**src/rtl/mul_cmplx_seq_if.sv**
```systemverilog
// Handshake and shared-multiplier bus for the complex-multiply sequencer.
// Master is the datapath/multiplier side; slave is the sequencer.
interface mul_cmplx_seq_if #(
    parameter int WIDTH  = 8,
    parameter int PWIDTH = 2*WIDTH-1
);
    logic                     in_valid;
    logic                     in_ready;
    logic signed [WIDTH-1:0]  ar_in;
    logic signed [WIDTH-1:0]  ai_in;
    logic signed [WIDTH-1:0]  br_in;
    logic signed [WIDTH-1:0]  bi_in;
    logic                     out_valid;
    logic                     out_ready;
    logic signed [PWIDTH:0]   re_out;
    logic signed [PWIDTH:0]   im_out;
    logic signed [WIDTH-1:0]  mul_a;
    logic signed [WIDTH-1:0]  mul_b;
    logic                     mul_start;
    logic                     mul_ready;
    logic signed [PWIDTH-1:0] mul_product;

    modport master (
        output in_valid, ar_in, ai_in, br_in, bi_in, out_ready, mul_ready, mul_product,
        input  in_ready, out_valid, re_out, im_out, mul_a, mul_b, mul_start
    );

    modport slave (
        input  in_valid, ar_in, ai_in, br_in, bi_in, out_ready, mul_ready, mul_product,
        output in_ready, out_valid, re_out, im_out, mul_a, mul_b, mul_start
    );
endinterface

```
**src/rtl/mul_cmplx_seq.sv**
```systemverilog
// Complex product sequencer: four real multiplies through one shared multi-cycle multiplier.
// Optional watchdog on the multiplier answer: define MUL_TIMEOUT_EN.
module mul_cmplx_seq #(
    parameter int WIDTH       = 8,
    parameter int PWIDTH      = 2*WIDTH-1,
    parameter int TIMEOUT_CYC = 64
) (
    input  logic           clkin,
    input  logic           rstn,
    mul_cmplx_seq_if.slave bus,
    output logic           busy,
    output logic           err
);
    typedef enum logic [1:0] {IDLE, ISSUE, WAIT, DONE} state_t;

    state_t                  state, state_nx;
    logic signed [WIDTH-1:0] ar_q, ai_q, br_q, bi_q;
    logic [1:0]              idx;
    logic signed [PWIDTH:0]  re_acc, im_acc, re_q, im_q, prod_ext;
    logic                    out_valid_q;
    logic                    timeout;

    if (TIMEOUT_CYC < 2) begin : g_bad_timeout
        $error("TIMEOUT_CYC must be at least 2");
    end

    assign prod_ext   = {bus.mul_product[PWIDTH-1], bus.mul_product};
    assign bus.out_valid = out_valid_q;
    assign bus.re_out    = re_q;
    assign bus.im_out    = im_q;

`ifdef MUL_TIMEOUT_EN
    localparam int WD_W = (TIMEOUT_CYC > 2) ? $clog2(TIMEOUT_CYC) : 1;
    logic [WD_W-1:0] wd_cnt;

    always_ff @(posedge clkin or negedge rstn) begin
        if (!rstn)                           wd_cnt <= '0;
        else if (state == ISSUE)             wd_cnt <= '0;
        else if (state == WAIT && !timeout)  wd_cnt <= wd_cnt + WD_W'(1);
    end

    assign timeout = (state == WAIT) && !bus.mul_ready && (wd_cnt == WD_W'(TIMEOUT_CYC-1));

    always_ff @(posedge clkin or negedge rstn) begin
        if (!rstn)        err <= 1'b0;
        else if (timeout) err <= 1'b1;
    end
`else
    assign timeout = 1'b0;
    assign err     = 1'b0;
`endif

    always_ff @(posedge clkin or negedge rstn) begin
        if (!rstn) state <= IDLE;
        else       state <= state_nx;
    end

    always_comb begin
        state_nx = state;
        case (state)
            IDLE:  if (bus.in_valid) state_nx = ISSUE;
            ISSUE: state_nx = WAIT;
            WAIT: begin
                if (bus.mul_ready) state_nx = (idx == 2'd3) ? DONE : ISSUE;
                else if (timeout)  state_nx = DONE;
            end
            DONE:  if (out_valid_q && bus.out_ready) state_nx = IDLE;
            default: state_nx = IDLE;
        endcase
    end

    // Operand pair order: ar*br, ai*bi, ar*bi, ai*br.
    always_comb begin
        bus.in_ready  = (state == IDLE);
        busy          = (state != IDLE);
        bus.mul_start = (state == ISSUE);
        bus.mul_a     = '0;
        bus.mul_b     = '0;
        if (state == ISSUE || state == WAIT) begin
            case (idx)
                2'd0:    begin bus.mul_a = ar_q; bus.mul_b = br_q; end
                2'd1:    begin bus.mul_a = ai_q; bus.mul_b = bi_q; end
                2'd2:    begin bus.mul_a = ar_q; bus.mul_b = bi_q; end
                default: begin bus.mul_a = ai_q; bus.mul_b = br_q; end
            endcase
        end
    end

    always_ff @(posedge clkin or negedge rstn) begin
        if (!rstn) begin
            ar_q        <= '0;
            ai_q        <= '0;
            br_q        <= '0;
            bi_q        <= '0;
            re_acc      <= '0;
            im_acc      <= '0;
            idx         <= '0;
            out_valid_q <= 1'b0;
            re_q        <= '0;
            im_q        <= '0;
        end else begin
            case (state)
                IDLE: if (bus.in_valid) begin
                    ar_q   <= bus.ar_in;
                    ai_q   <= bus.ai_in;
                    br_q   <= bus.br_in;
                    bi_q   <= bus.bi_in;
                    re_acc <= '0;
                    im_acc <= '0;
                    idx    <= '0;
                end
                WAIT: begin
                    if (bus.mul_ready) begin
                        case (idx)
                            2'd0:    re_acc <= re_acc + prod_ext;
                            2'd1:    re_acc <= re_acc - prod_ext;
                            default: im_acc <= im_acc + prod_ext;
                        endcase
                        if (idx != 2'd3) idx <= idx + 2'd1;
                    end else if (timeout) begin
                        re_acc <= '0;
                        im_acc <= '0;
                    end
                end
                // First DONE cycle publishes the result; it then holds until taken.
                DONE: begin
                    if (!out_valid_q) begin
                        out_valid_q <= 1'b1;
                        re_q        <= re_acc;
                        im_q        <= im_acc;
                    end else if (bus.out_ready) begin
                        out_valid_q <= 1'b0;
                    end
                end
                default: ;
            endcase
        end
    end
endmodule
```
**src/flat_wrapper.sv**
```systemverilog
// flat-port wrapper written by rule: the top's interface ports become plain ports
module mul_cmplx_seq_flat 
#(
    parameter int WIDTH       = 8,
    parameter int PWIDTH      = 2*WIDTH-1,
    parameter int TIMEOUT_CYC = 64
)
  (clkin, rstn, busy, err, bus_in_valid, bus_ar_in, bus_ai_in, bus_br_in, bus_bi_in, bus_out_ready, bus_mul_ready, bus_mul_product, bus_in_ready, bus_out_valid, bus_re_out, bus_im_out, bus_mul_a, bus_mul_b, bus_mul_start);
  mul_cmplx_seq_if #(.WIDTH(WIDTH), .PWIDTH(PWIDTH)) bus_i ();
  input  logic clkin;
  input  logic rstn;
  output logic busy;
  output logic err;
  input wire logic [$bits(bus_i.in_valid)-1:0] bus_in_valid;
  input wire logic [$bits(bus_i.ar_in)-1:0] bus_ar_in;
  input wire logic [$bits(bus_i.ai_in)-1:0] bus_ai_in;
  input wire logic [$bits(bus_i.br_in)-1:0] bus_br_in;
  input wire logic [$bits(bus_i.bi_in)-1:0] bus_bi_in;
  input wire logic [$bits(bus_i.out_ready)-1:0] bus_out_ready;
  input wire logic [$bits(bus_i.mul_ready)-1:0] bus_mul_ready;
  input wire logic [$bits(bus_i.mul_product)-1:0] bus_mul_product;
  output wire logic [$bits(bus_i.in_ready)-1:0] bus_in_ready;
  output wire logic [$bits(bus_i.out_valid)-1:0] bus_out_valid;
  output wire logic [$bits(bus_i.re_out)-1:0] bus_re_out;
  output wire logic [$bits(bus_i.im_out)-1:0] bus_im_out;
  output wire logic [$bits(bus_i.mul_a)-1:0] bus_mul_a;
  output wire logic [$bits(bus_i.mul_b)-1:0] bus_mul_b;
  output wire logic [$bits(bus_i.mul_start)-1:0] bus_mul_start;
  assign bus_i.in_valid = bus_in_valid;
  assign bus_i.ar_in = bus_ar_in;
  assign bus_i.ai_in = bus_ai_in;
  assign bus_i.br_in = bus_br_in;
  assign bus_i.bi_in = bus_bi_in;
  assign bus_i.out_ready = bus_out_ready;
  assign bus_i.mul_ready = bus_mul_ready;
  assign bus_i.mul_product = bus_mul_product;
  assign bus_in_ready = bus_i.in_ready;
  assign bus_out_valid = bus_i.out_valid;
  assign bus_re_out = bus_i.re_out;
  assign bus_im_out = bus_i.im_out;
  assign bus_mul_a = bus_i.mul_a;
  assign bus_mul_b = bus_i.mul_b;
  assign bus_mul_start = bus_i.mul_start;
  mul_cmplx_seq #(.WIDTH(WIDTH), .PWIDTH(PWIDTH), .TIMEOUT_CYC(TIMEOUT_CYC)) u_core (.clkin(clkin), .rstn(rstn), .bus(bus_i), .busy(busy), .err(err));
endmodule
```
**config.mk**
```make
export PLATFORM = sky130hd
export DESIGN_NAME = mul_cmplx_seq_flat
export DESIGN_NICKNAME = d
export VERILOG_FILES = /design/src/rtl/mul_cmplx_seq_if.sv /design/src/rtl/mul_cmplx_seq.sv /design/src/flat_wrapper.sv
export SDC_FILE = /design/constraint.sdc
export NUM_CORES = 1
export LEC_CHECK = 0
export BUFFER_PORTS_ARGS = -buffer_cell sky130_fd_sc_hd__clkbuf_2
export CAP_MARGIN = 15
export CORE_ASPECT_RATIO = 0.7
export CORE_MARGIN = 3
export CORE_UTILIZATION = 35
export DETAILED_ROUTE_END_ITERATION = 6
export GPL_TIMING_DRIVEN = 0
export MAX_ROUTING_LAYER = met4
export PLACE_DENSITY = 0.56
export SKIP_CTS_REPAIR_TIMING = 1
export SLEW_MARGIN = 25
export SYNTH_ARGS = -nofsm -noshare
export SYNTH_HDL_FRONTEND = slang
export SYNTH_SLANG_ARGS = --single-unit
```
**constraint.sdc**
```tcl
create_clock -name clkin -period 3.1 [get_ports clkin]
set_input_delay 0.465 -clock clkin [delete_from_list [all_inputs] [get_ports clkin]]
set_output_delay 0.465 -clock clkin [all_outputs]
set_load 0.05 [all_outputs]
```
==> metrics <==
CP Depth 12; Hold Vio Cnt, Final 0; n_diodes 0; DR pass1 iterations 4; crit path cell chain ha_1 -> buf_4 -> buf_4 -> nor2_1 -> xnor2_1 -> ha_1 -> and2b_2 -> o2111ai_4 -> a21boi_1 -> o21a_1 -> or3_1 -> a32o_1; ranking of synthesized cells by area dfrtp_1 43%, mux2_2 12%, ha_1 8.2%; die area about 19000 µm²; most common cell after layout, fill and taps aside clkbuf_2; flop and latch count out of synthesis 101; r2r endpoint u_core.re_acc[8]; Crit path required time 3320 ps; largest family of logic cells by synthesized area compound AO/OA/AOI/OAI gates; height of the die 115 µm; met3 usage ~3.2%; Most Crowded Layer GR met2; Synth Area in XOR/XNOR under 10%; CTS tree yes; final worst slack slightly above 70 ps; post-DP HPWL ~12 mm; cell area power density roughly 1200 nW/µm²; Tot Pwr 8.65 mW; Cell Area, Synth around 6000 µm²; post-synthesis sequential area ratio a little over two fifths; number of flops mapped to enable cells by yosys 0; total CTS buffers 9; worst slack at placement -255 ps; Iter 0 DRT Violations 250; Total GRT Usage ~17%; Critical R2R Launch u_core.idx[0]; Final Net Count between 700 and 800; placement row count 39; mux contribution to synthesized area between 10% and 20%; Worst EP arrival between 3000 and 4000 ps; final hold slack 78.0 ps; Setup Skew 7.61 ps; Synth Flop Type dfrtp_1; Initial Util between 30% and 40%; layout cells sized above 1 a little under a third; startpoint types register; first-pass GRT wire length about 25 mm; number of antenna violations at the first check in global routing 0; maximum number of pins on one net before global-route repair 53; fin crit period slightly above 3000 ps; RSZ-0062 raised after global routing yes; Final setup viols 0; met1 Use GR 24.1%; Synth Instances ~580; Register-to-Register Path Depth 12; Avg Vias per Cell roughly 5; HP Class primary input to async pin; Setup crit end kind register; core area 16400 µm²; family with the most delay on the worst path compound AO/OA/AOI/OAI gates; Design Area, Final about 7200 µm²; Compound-Gate Fraction of Synth Area 15.0%; max incr delay on CP 440 ps; final worst-path cycle share a little over nine tenths; fmax about 330 MHz; area leader, netlist dfrtp_1; via count roughly 4700; I/O pin count approximately 110; Synth Area in Simple Gates between 10% and 20%; aggregate routed wire length approximately 15 mm; Slowest-stage cell, CP dfrtp_2; run status finished clean; fin. max-slew vios 0; library cells used by synthesis 54; Leak ~3.4 nW; Least-Margin Pin Slew around 750 ps; peak supply drop around 0.57 mV; vias in the first global route 4837; worst path bufs/invs 2; Setup crit end u_core.re_acc[8]; Ys Warns 0; Max H-tree Level 3; Avg Inst Size Synth 10.3 µm²; global route overflow 0; met2 Usage GRT 26.4%; clock-pin slew of the registers on the worst-case setup and hold paths approximately 70 ps; top cell type's share of synthesized area a little over two fifths; area grow syn2layout 21.4%; Slew Limit Headroom ~50%; Setup crit start u_core.idx[0]; latest clock arrival within the worst-skew pair around 340 ps; CTS max path bufs 2; max cap viols 0; gpl congestion 0.881; Setup CP Type register to register; clock sink total slightly above 100; CTS root buffer clkbuf_16; FF-to-FF setup slack around 70 ps; Post-DP Area 6760 µm²; DRT antenna net count 0; Die W 162 µm; DR WL/cell 16.5 µm; Async SR Flop Fraction between 90% and 100%; critical path fanouts, max 10; most used cells in the layout excluding fill and tap cells 102 x clkbuf_2, 99 x dfrtp_1, 63 x mux2_2; Syn Nets around 670; IO buf count 103; adder-cell area share of the yosys netlist under 10%; drt drc 0
power breakdown:
part,internal [mW],switching [mW]
Clock,0.708,0.500
Combinational,1.80,3.40
Sequential,1.89,0.358
cell families (layout without fill, tap and decap cells):
kind of cell	Yosys count	count (layout)
and+or+nand+nor	147	147
AOI/OAI and AO/OA	141	141
DFF	101	101
muxes	76	76
adders and majority gates	41	41
buffers and inverters	37	161
xor gates and xnor gates	34	34
other	1	1
Yosys cell counts, types with 2 or more instances:
library cell and number:
or4_1 3, o21ai_1 2, nand4_1 8, nor4_1 3
buf_2 3, o21a_1 7, a211o_1 3, a21o_1 8
nor2b_1 10, mux2_2 64, a32o_1 2, fa_1 2
dfrtp_1 101, o31ai_1 5, nand3_1 3, inv_1 15
o2111ai_1 4, clkbuf_1 12, nand2b_1 6, a31oi_1 2
xor2_1 12, o21bai_1 3, buf_4 2, nand2_1 54
and3_1 5, o211ai_1 3, ha_1 39, a22o_1 3
xnor2_1 22, o21ai_0 44, o31a_1 2, a21boi_0 8
buf_1 4, a21oi_1 34, mux2i_1 12, a211oi_1 2
nor3_1 5, nand3b_1 3, nor2_1 39, or3_1 5
flip-flops by register name, indices dropped and copies added (netlist names):
signal	cells
u_core.bus.out_valid	1
u_core.im_acc	16
u_core.state	2
u_core.bus.re_out	16
u_core.bus.im_out	16
u_core.bi_q	8
u_core.ar_q	8
u_core.ai_q	8
u_core.br_q	8
u_core.re_acc	16
u_core.idx	2
stage by stage:
step / setup TNS [ps] / utilization (%) / instances
6_report: 0 / 43.8 / 927
3_3_place_gp: -525 / 40.9 / 906
2_1_floorplan: 0 / - / 578
5_1_grt: -58.8 / 43.8 / 927
3_5_place_dp: -908 / 41.1 / 907
4_1_cts: -637 / 43.0 / 923
metal layers:
metal  vias up  wire (µm)
li1       2308          -
met2        80       7010
met4         0        108
met1      2341       7610
met3        13        617
met5         -          0
layout make-up:
| type | instances | area (µm²) |
|---|---|---|
| multi-input combinational | 440 | 3330 |
| clock buffer | 10 | 229 |
| sequential | 101 | 2530 |
| buffer | 21 | 93.8 |
| fill | 1632 | 9250 |
| timing repair buffer | 108 | 582 |
| clock inverter | 6 | 86.3 |
| tap | 225 | 282 |
| inverter | 16 | 60.1 |
how the worst min path moves through the flow:
stage                       endpoint  slack, ps  cells past startpoint
5_1_grt               u_core.ar_q[1]        100                      1
3_3_place_gp   u_core.bus.re_out[15]        460                      2
6_report              u_core.ar_q[1]         80                      1
4_1_cts               u_core.ar_q[1]         90                      1
2_1_floorplan         u_core.ai_q[0]        170                      0
3_5_place_dp          u_core.ar_q[1]        460                      1
(Power assumes the default switching activity.)
